===== src/rtl/axi_arbiter_w.sv =====
// Write-channel arbiter for a 2-master AXI interconnect: one owner holds AW/W/B from request to B response.
// Optional RESP timeout is enabled by defining AXI_ARB_W_TIMEOUT_EN.
module axi_arbiter_w #(
  parameter int TIMEOUT_CYCLES = 256,
  parameter int CNT_W          = $clog2(TIMEOUT_CYCLES + 1)
) (
  input  logic ACLK,
  input  logic ARESETn,
  input  logic m0_AWVALID,
  input  logic m1_AWVALID,
  input  logic s_AWVALID,
  input  logic s_AWREADY,
  input  logic s_WVALID,
  input  logic s_WREADY,
  input  logic s_WLAST,
  input  logic s_BVALID,
  input  logic s_BREADY,
  output logic m0_wgrnt,
  output logic m1_wgrnt,
  output logic busy,
  output logic timeout_err
);

  // Every channel transfers only when its VALID and READY are both high on a rising ACLK edge.
  typedef enum logic [1:0] {ST_IDLE, ST_BURST, ST_RESP} state_t;

  state_t state_q, state_d;
  logic   m0_grant_q, m0_grant_d;
  logic   m1_grant_q, m1_grant_d;
  logic   aw_done_q, aw_done_d;
  logic   w_done_q, w_done_d;
  logic   rr_ptr_q, rr_ptr_d;
  logic   aw_hs, w_last_hs, b_hs, pick_m1;

  assign aw_hs     = s_AWVALID & s_AWREADY;
  assign w_last_hs = s_WVALID & s_WREADY & s_WLAST;
  assign b_hs      = s_BVALID & s_BREADY;
  // A lone requester wins regardless of the pointer; rr_ptr only breaks ties.
  assign pick_m1   = m1_AWVALID & (~m0_AWVALID | rr_ptr_q);

`ifdef AXI_ARB_W_TIMEOUT_EN
  logic [CNT_W-1:0] cnt_q, cnt_d;
  logic             timeout_err_q, timeout_err_d;
`else
  logic unused_cfg;
  assign unused_cfg = (TIMEOUT_CYCLES > 0) && (CNT_W > 0);
`endif

  always_comb begin
    state_d    = state_q;
    m0_grant_d = m0_grant_q;
    m1_grant_d = m1_grant_q;
    aw_done_d  = aw_done_q;
    w_done_d   = w_done_q;
    rr_ptr_d   = rr_ptr_q;
`ifdef AXI_ARB_W_TIMEOUT_EN
    cnt_d         = cnt_q;
    timeout_err_d = 1'b0;
`endif
    case (state_q)
      ST_IDLE: begin
        if (m0_AWVALID | m1_AWVALID) begin
          state_d    = ST_BURST;
          m0_grant_d = ~pick_m1;
          m1_grant_d = pick_m1;
          aw_done_d  = 1'b0;
          w_done_d   = 1'b0;
        end
      end
      ST_BURST: begin
        aw_done_d = aw_done_q | aw_hs;
        w_done_d  = w_done_q | w_last_hs;
        if (aw_done_d & w_done_d) begin
          state_d   = ST_RESP;
          aw_done_d = 1'b0;
          w_done_d  = 1'b0;
`ifdef AXI_ARB_W_TIMEOUT_EN
          cnt_d     = '0;
`endif
        end
      end
      ST_RESP: begin
        // The pointer moves to the master that did not own this transaction.
        if (b_hs) begin
          state_d    = ST_IDLE;
          m0_grant_d = 1'b0;
          m1_grant_d = 1'b0;
          rr_ptr_d   = m0_grant_q;
        end
`ifdef AXI_ARB_W_TIMEOUT_EN
        else if (cnt_q == CNT_W'(TIMEOUT_CYCLES - 1)) begin
          state_d       = ST_IDLE;
          m0_grant_d    = 1'b0;
          m1_grant_d    = 1'b0;
          rr_ptr_d      = m0_grant_q;
          timeout_err_d = 1'b1;
        end else begin
          cnt_d = cnt_q + CNT_W'(1);
        end
`endif
      end
      default: begin
        state_d    = ST_IDLE;
        m0_grant_d = 1'b0;
        m1_grant_d = 1'b0;
      end
    endcase
  end

  always_ff @(posedge ACLK or negedge ARESETn) begin
    if (!ARESETn) begin
      state_q    <= ST_IDLE;
      m0_grant_q <= 1'b0;
      m1_grant_q <= 1'b0;
      aw_done_q  <= 1'b0;
      w_done_q   <= 1'b0;
      rr_ptr_q   <= 1'b0;
    end else begin
      state_q    <= state_d;
      m0_grant_q <= m0_grant_d;
      m1_grant_q <= m1_grant_d;
      aw_done_q  <= aw_done_d;
      w_done_q   <= w_done_d;
      rr_ptr_q   <= rr_ptr_d;
    end
  end

`ifdef AXI_ARB_W_TIMEOUT_EN
  always_ff @(posedge ACLK or negedge ARESETn) begin
    if (!ARESETn) begin
      cnt_q         <= '0;
      timeout_err_q <= 1'b0;
    end else begin
      cnt_q         <= cnt_d;
      timeout_err_q <= timeout_err_d;
    end
  end
  assign timeout_err = timeout_err_q;
`else
  assign timeout_err = 1'b0;
`endif

  assign m0_wgrnt = m0_grant_q;
  assign m1_wgrnt = m1_grant_q;
  assign busy     = (state_q != ST_IDLE);

endmodule

===== config.mk =====
export PLATFORM = sky130hd
export DESIGN_NAME = axi_arbiter_w
export DESIGN_NICKNAME = d
export VERILOG_FILES = /design/src/rtl/axi_arbiter_w.sv
export SDC_FILE = /design/constraint.sdc
export NUM_CORES = 1
export LEC_CHECK = 0
export BUFFER_PORTS_ARGS = -buffer_cell sky130_fd_sc_hd__buf_2
export CAP_MARGIN = 10
export CORE_AREA = 2 2 39 41
export DETAILED_ROUTE_END_ITERATION = 10
export DIE_AREA = 0 0 41 43
export SLEW_MARGIN = 20
export SYNTH_ARGS = -nofsm -noshare
export SYNTH_HDL_FRONTEND = slang
export SYNTH_SLANG_ARGS = --single-unit

===== constraint.sdc =====
create_clock -name ACLK -period 3.52 [get_ports ACLK]
set_input_delay 0.352 -clock ACLK [delete_from_list [all_inputs] [get_ports ACLK]]
set_output_delay 0.352 -clock ACLK [all_outputs]
set_load 0.01 [all_outputs]

==> flow_summary_export.csv, run 1 <==
group,metric,value,unit
run_status,run_status,"finished clean",
synthesis,async_flop_share,100.0,%
setup_path,cp-start-kind,"flop",
cts,cts_tree,"yes",
timing,hold_viol,0,
worst_hold_path,hold_path_class,"in -> reg",
detailed_routing,wl_met2,297,um
detailed_routing,drt-met1-wl,360,um
cells_and_area,antennaDiodeCount,0,
cts,cts_setup_buffers,0,
floorplan,start_util,26.85,%
synthesis,yosysSeqAreaShare,47.14,%
synthesis,synth_flop_cell,"dfrtp_1",
timing,grt_setup_unrepaired,"false",
synthesis,synthTopCellsByArea,"dfrtp_1 47%, o21ai_0 5.4%, a32oi_1 4.7%",
detailed_routing,via_count,351,
setup_path,required,3.17,ns
cts,clk_path_buf_depth,2,
timing,finClkSkew,0.0002970,ns
run,drv_cap,0,
global_routing,first_global_vias,291,
global_routing,grt_usage,10.40,%
global_routing,grt_pass1_wl,1.186,mm
detailed_routing,wl_per_cell,9.892,um
floorplan,die_h,43,um
global_routing,antenna_found_initial,0,
cts,cts_hold_buf,1,
cts,numCtsBuffers,3,
cts,clock_sinks,7,
synthesis,synth_nets,52,
global_routing,grt_max_degree,10,
power_and_ir_drop,leakage,0.2402,nW
cells_and_area,area_growth,30.64,%
synthesis,synth_area_leader_cell,"dfrtp_1",
cts,cts-root-buf,"clkbuf_4",
detailed_routing,drcViolationCount,0,
placed_design,dp_cells,69,
setup_path,cp_slowest_cell,"dfrtp_1",
cts,cts_resized,0,
placed_design,post-place-ws,2.222,ns
setup_path,r2r_cells,3,
power_and_ir_drop,powerDensity,687.6,nW/um2
setup_path,rrSetupSlack,2.25,ns
synthesis,yosysTopAreaCellShare,47.14,%
cells_and_area,stdcell_count,74,
cells_and_area,post-route-util,35.08,%
floorplan,die_area,1763,um2
setup_path,cp-startpoint,"state_q[1]",
setup_path,cp-endpoint,"busy",
setup_path,r2r-end,"state_q[1]",
detailed_routing,first_pass_iters,2,
timing,tns,0,ns
synthesis,yosys_warnings,0,
synthesis,yosys-top-cells-count,"7 x dfrtp_1, 4 x o21ai_0",
synthesis,synth_edf_count,0,
setup_path,r2r_start,"state_q[1]",
cells_and_area,drive_gt1_share,32.76,%
setup_path,critPathMaxFanout,9,
timing,max_freq,752.3,MHz
power_and_ir_drop,total_power,0.3338,mW
detailed_routing,vias_per_cell,4.743,
floorplan,rows,14,
detailed_routing,routed_wl,732,um
detailed_routing,wl_met3,62,um
synthesis,synthCells,41,
detailed_routing,top_layer,"met4",
cts,clock_latency,0.24,ns
detailed_routing,drtIter0Drc,8,
cts,htreeDepth,1,
setup_path,cp-end-kind,"output port",
synthesis,yosysMostFrequentCell,"dfrtp_1",
timing,min_period_over_period,37.76,%
setup_path,crit_chain,"nor2_1 -> inv_1 -> buf_2",
placed_design,gp_congestion,0.7331,
synthesis,synth.distinct_cells,20,
synthesis,syn_avg_cell_area,9.064,um2
timing,min_period,1.329,ns
timing,setup_viol,0,
floorplan,ios,15,
setup_path,crit_type,"reg -> out",
placed_design,dpl_cell_area,449.2,um2
floorplan,die_x,41,um
placed_design,io_buffers,13,
setup_path,arrival,0.98,ns
synthesis,synth_seq_cells,7,
setup_path,cp_slowest_stage_delay,0.45,ns
cells_and_area,final_nets,70,
cells_and_area,finalInstanceArea,485.5,um2
timing,fin_hold_ws,0.4482,ns
cts,path_clk_slew,0.05,ns
synthesis,syn_area,371.6,um2
power_and_ir_drop,ir_drop,0.2674,mV
global_routing,grt_overflow,0,
timing,setup_ws,2.191,ns
detailed_routing,postRouteAntennaNets,0,
timing,report.final.slew_viol_count,0,
floorplan,fp.coreArea,1384,um2
[sequential cells by signal, summed over array words and instances (netlist names)]
signal and cells:
rr_ptr_q 1, m1_wgrnt 1, aw_done_q 1, state_q 2, w_done_q 1, m0_wgrnt 1
[layer usage]
metal	vias to the layer above	GRT usage, %
met4	0	8.000
met2	12	13.44
met1	160	13.77
met3	2	3.141
met5	-	0
li1	177	-
[critical path, delay by kind of cell, from the launching register on]
kind	cells	cell delay, ns
flip-flops	1	0.45
buffers and inverters	2	0.17
AND/OR/NAND/NOR	1	0.11
[cells by family after synthesis]
| group | Yosys count | share of synthesized area (%) |
|---|---|---|
| other | 1 | 1.009 |
| AND/OR/NAND/NOR | 15 | 21.88 |
| AO/OA/AOI/OAI | 13 | 21.89 |
| buffers and inverters | 4 | 5.051 |
| flip-flops | 7 | 47.14 |
| multiplexers | 1 | 3.030 |
[worst min-delay path by stage]
stage,slack (ns),cells past startpoint,to,start
after floorplan,0.06,0,aw_done_q,ARESETn
after global placement,0.20,1,rr_ptr_q,ARESETn
after detailed placement,0.20,1,rr_ptr_q,ARESETn
after CTS,0.44,3,rr_ptr_q,s_BREADY
after global routing,0.47,3,rr_ptr_q,s_BREADY
final,0.45,3,rr_ptr_q,s_BREADY
[cell type report]
| type | count | area (um2) |
|---|---|---|
| fill | 146 | 898.4 |
| multi-input combinational | 30 | 177.7 |
| sequential | 7 | 175.2 |
| timing repair buffer | 14 | 75.07 |
| clock buffer | 4 | 26.28 |
| tap | 16 | 20.02 |
| inverter | 3 | 11.26 |
[where the power goes]
| part | internal [mW] | switching, mW | total, mW | leakage [nW] |
|---|---|---|---|---|
| logic | 0.0621 | 0.0602 | 0.122 | 0.136 |
| registers | 0.110 | 0.0297 | 0.140 | 0.0896 |
| clock network | 0.0432 | 0.0288 | 0.0720 | 0.0150 |
[cell usage in the layout, fill, tap and decap left out, drive strengths merged]
cell type and n:
dfrtp 7, o21bai 1, a21oi 3, a22o 1, nand3 3, nor2 3, a32oi 2, nand2b 2
dlygate4sd3 1, mux2 1, nand2 3, and3 1, or3 1, clkbuf 4, buf 13, and2b 1
conb 1, inv 3, o21ai 5, nor3 1, o31ai 1
Power figures use the tool's default switching activity.
==> run 2: changes to the inputs <==
--- a/config.mk
+++ b/config.mk
@@ -5,6 +5,7 @@
 export SDC_FILE = /design/constraint.sdc
 export NUM_CORES = 1
 export LEC_CHECK = 0
+export ABC_AREA = 1
 export BUFFER_PORTS_ARGS = -buffer_cell sky130_fd_sc_hd__buf_2
 export CAP_MARGIN = 10
 export CORE_AREA = 2 2 39 41
==> constraint.sdc (replaced) <==
create_clock -name ACLK -period 1.2 [get_ports ACLK]
set_input_delay 0.12 -clock ACLK [delete_from_list [all_inputs] [get_ports ACLK]]
set_output_delay 0.12 -clock ACLK [all_outputs]
set_load 0.01 [all_outputs]
==> run 2 against run 1 <==
Register-to-register slack got worse by 2.1 ns; cell count increased by 15%; critical path type unchanged; sequential power increased to 3.1 times the previous value; total power increased to 3.7 times the previous value; global-route usage increased by 2.4 points; design area increased by 6.7%; setup slack got worse by 2.2 ns; sequential share of layout area decreased by 2.0 points; non-clock buffer count increased by 1; via count increased by 8.0%; synthesized cell count increased by 24%; sequential cell count unchanged.
==> flow_summary_export.csv, run 2 <==
group,metric,value,unit
power_and_ir_drop,leakage,0.2894,nW
setup_path,r2r_cells,6,
cells_and_area,final_common_cell,"nand2_1",
cts,path_clk_slew,0.06,ns
synthesis,yosysTopAreaCellShare,45.60,%
synthesis,async_flop_share,100.0,%
global_routing,grt_usage,12.84,%
timing,hold_viol,0,
floorplan,rows,14,
timing,max_freq,861.8,MHz
synthesis,yosys.area_share.adder,0,%
cells_and_area,drive_gt1_share,39.13,%
floorplan,die_area,1763,um2
cts,clock_latency,0.26,ns
setup_path,cp-startpoint,"state_q[1]",
cells_and_area,stdcell_count,85,
timing,min_period,1.160,ns
timing,tns,0,ns
run_status,run_status,"finished clean",
synthesis,synth_compound_area_share,4.886,%
setup_path,arrival,1.04,ns
detailed_routing,postRouteAntennaNets,0,
setup_path,cp-start-kind,"flop",
detailed_routing,routed_wl,872,um
synthesis,muxShareOfSynthArea,0,%
global_routing,antenna_found_initial,0,
floorplan,ios,15,
detailed_routing,vias_per_cell,4.459,
setup_path,critPathMaxFanout,4,
cts,cts-root-buf,"clkbuf_4",
timing,report.final.slew_viol_count,0,
cts,clock_sinks,7,
cells_and_area,regMostFlops,"state_q",
cells_and_area,final_nets,81,
floorplan,fp.coreArea,1384,um2
cts,htreeDepth,1,
global_routing,grt_pass1_wl,1.504,mm
timing,grt_setup_unrepaired,"false",
synthesis,synth.distinct_cells,15,
synthesis,synth-xor-area-share,0,%
power_and_ir_drop,powerDensity,2381,nW/um2
cells_and_area,largest_reg_flops,2,
synthesis,synth_edf_count,0,
cts,numCtsBuffers,3,
synthesis,yosys_warnings,0,
floorplan,start_util,27.76,%
cts,clk_path_buf_depth,2,
synthesis,synth_top_family_by_area,"simple AND/OR/NAND/NOR gates",
detailed_routing,via_count,379,
synthesis,synth_seq_cells,7,
synthesis,syn_area,384.1,um2
setup_path,r2r_start,"state_q[1]",
floorplan,die_x,41,um
cts,cts_tree,"yes",
synthesis,yosysSeqAreaShare,45.60,%
detailed_routing,wl_per_cell,10.26,um
synthesis,synth_flop_cell,"dfrtp_1",
timing,finClkSkew,0.001949,ns
detailed_routing,drcViolationCount,0,
cells_and_area,area_growth,34.85,%
synthesis,yosysMostFrequentCell,"nand2_1",
placed_design,io_buffers,13,
run,drv_cap,0,
setup_path,crit_type,"reg -> out",
timing,setup_viol,0,
synthesis,synth_nets,62,
synthesis,synthCells,51,
synthesis,syn_avg_cell_area,7.532,um2
setup_path,required,1.08,ns
cells_and_area,antennaDiodeCount,0,
power_and_ir_drop,ir_drop,1.056,mV
cells_and_area,final_cell_mix,"17 x nand2_1, 12 x buf_2, 6 x dfrtp_1, 5 x nand3_1, 5 x inv_1",
timing,min_period_over_period,96.70,%
global_routing,grt_max_degree,8,
global_routing,first_global_vias,387,
detailed_routing,drtIter0Drc,7,
global_routing,grt_overflow,0,
worst_hold_path,hold_path_class,"in -> reg",
worst_hold_path,hold_path_depth,4,
floorplan,die_h,43,um
synthesis,synthTopCellsByArea,"dfrtp_1 46%, nand2_1 17%, nand3_1 6.5%",
synthesis,yosys-top-cells-count,"17 x nand2_1, 7 x dfrtp_1, 6 x inv_1",
synthesis,synth_area_leader_cell,"dfrtp_1",
synthesis,synth_simple_gate_area_share,38.76,%
worst_hold_path,hp-start,"s_AWREADY",
placed_design,dp_cells,79,
placed_design,gp_congestion,0.7175,
setup_path,cp-end-kind,"output port",
detailed_routing,first_pass_iters,4,
placed_design,dp_hpwl,619,um
[run 2: critical path, cell delays in order (launching register included)]
cell     delay, ns
dfrtp_2       0.45
nor2_4        0.15
inv_2         0.06
buf_6         0.12
[run 2: area by class of cell]
class | count | area [um2]
inverter | 8 | 30.03
timing repair buffer | 15 | 88.84
sequential | 7 | 176.4
clock buffer | 4 | 26.28
multi-input combinational | 35 | 176.4
fill | 152 | 865.8
tap | 16 | 20.02
[run 2: metal layers]
metal  vias up  global-route usage (%)  share of wire, %
li1        193                       -                 -
met1       164                   14.14                38
met2        20                   20.63                53
met3         2                   1.571               7.7
met4         0                   10.00               1.6
met5         -                       0                 0
[run 2: what timing repair did]
item	4_1_cts	5_1_grt
endpoints found under the setup margin	1	1
pin swaps	0	1
buffers inserted	0	1
endpoints found under the hold margin	7	0
hold buffers	1	0
gates resized for setup	1	3
[run 2: cells by family (layout without fill, tap and decap cells)]
logic type      count (synthesis)  after routing
other cells                     1              1
buf+inv                         9             27
compound gates                  3              3
simple gates                   31             31
flops                           7              7
[run 2: where the power goes]
part	internal (mW)	switching, mW
logic	0.240	0.337
registers	0.341	0.0894
clock network	0.128	0.0976
total	0.709	0.524
[run 2: final timing paths]
path / slack (ns) / end
max: 0.04 / busy
min in group asynchronous: 0.23 / state_q[0]
max reg2reg: 0.11 / state_q[1]
min: 0.18 / w_done_q
min reg2reg: 0.50 / rr_ptr_q
max in group asynchronous: 0.79 / state_q[1]
[run 2: per-stage QoR]
step | area, um2 | power [mW] | hold slack [ns] | worst slack (ns) | utilization, %
after detailed placement | 461.7 | 0.9158 | -0.03393 | 0.2121 | 33.36
after floorplan | 384.1 | 0.7819 | -0.1756 | 0.2719 | -
after CTS | 503.0 | 1.167 | 0.1819 | 0.01412 | 36.35
final | 518.0 | 1.233 | 0.1767 | 0.03960 | 37.43
after global placement | 461.7 | 0.9094 | -0.03816 | 0.2099 | 33.36
after global routing | 518.0 | 1.333 | 0.1981 | 0.0009496 | 37.43
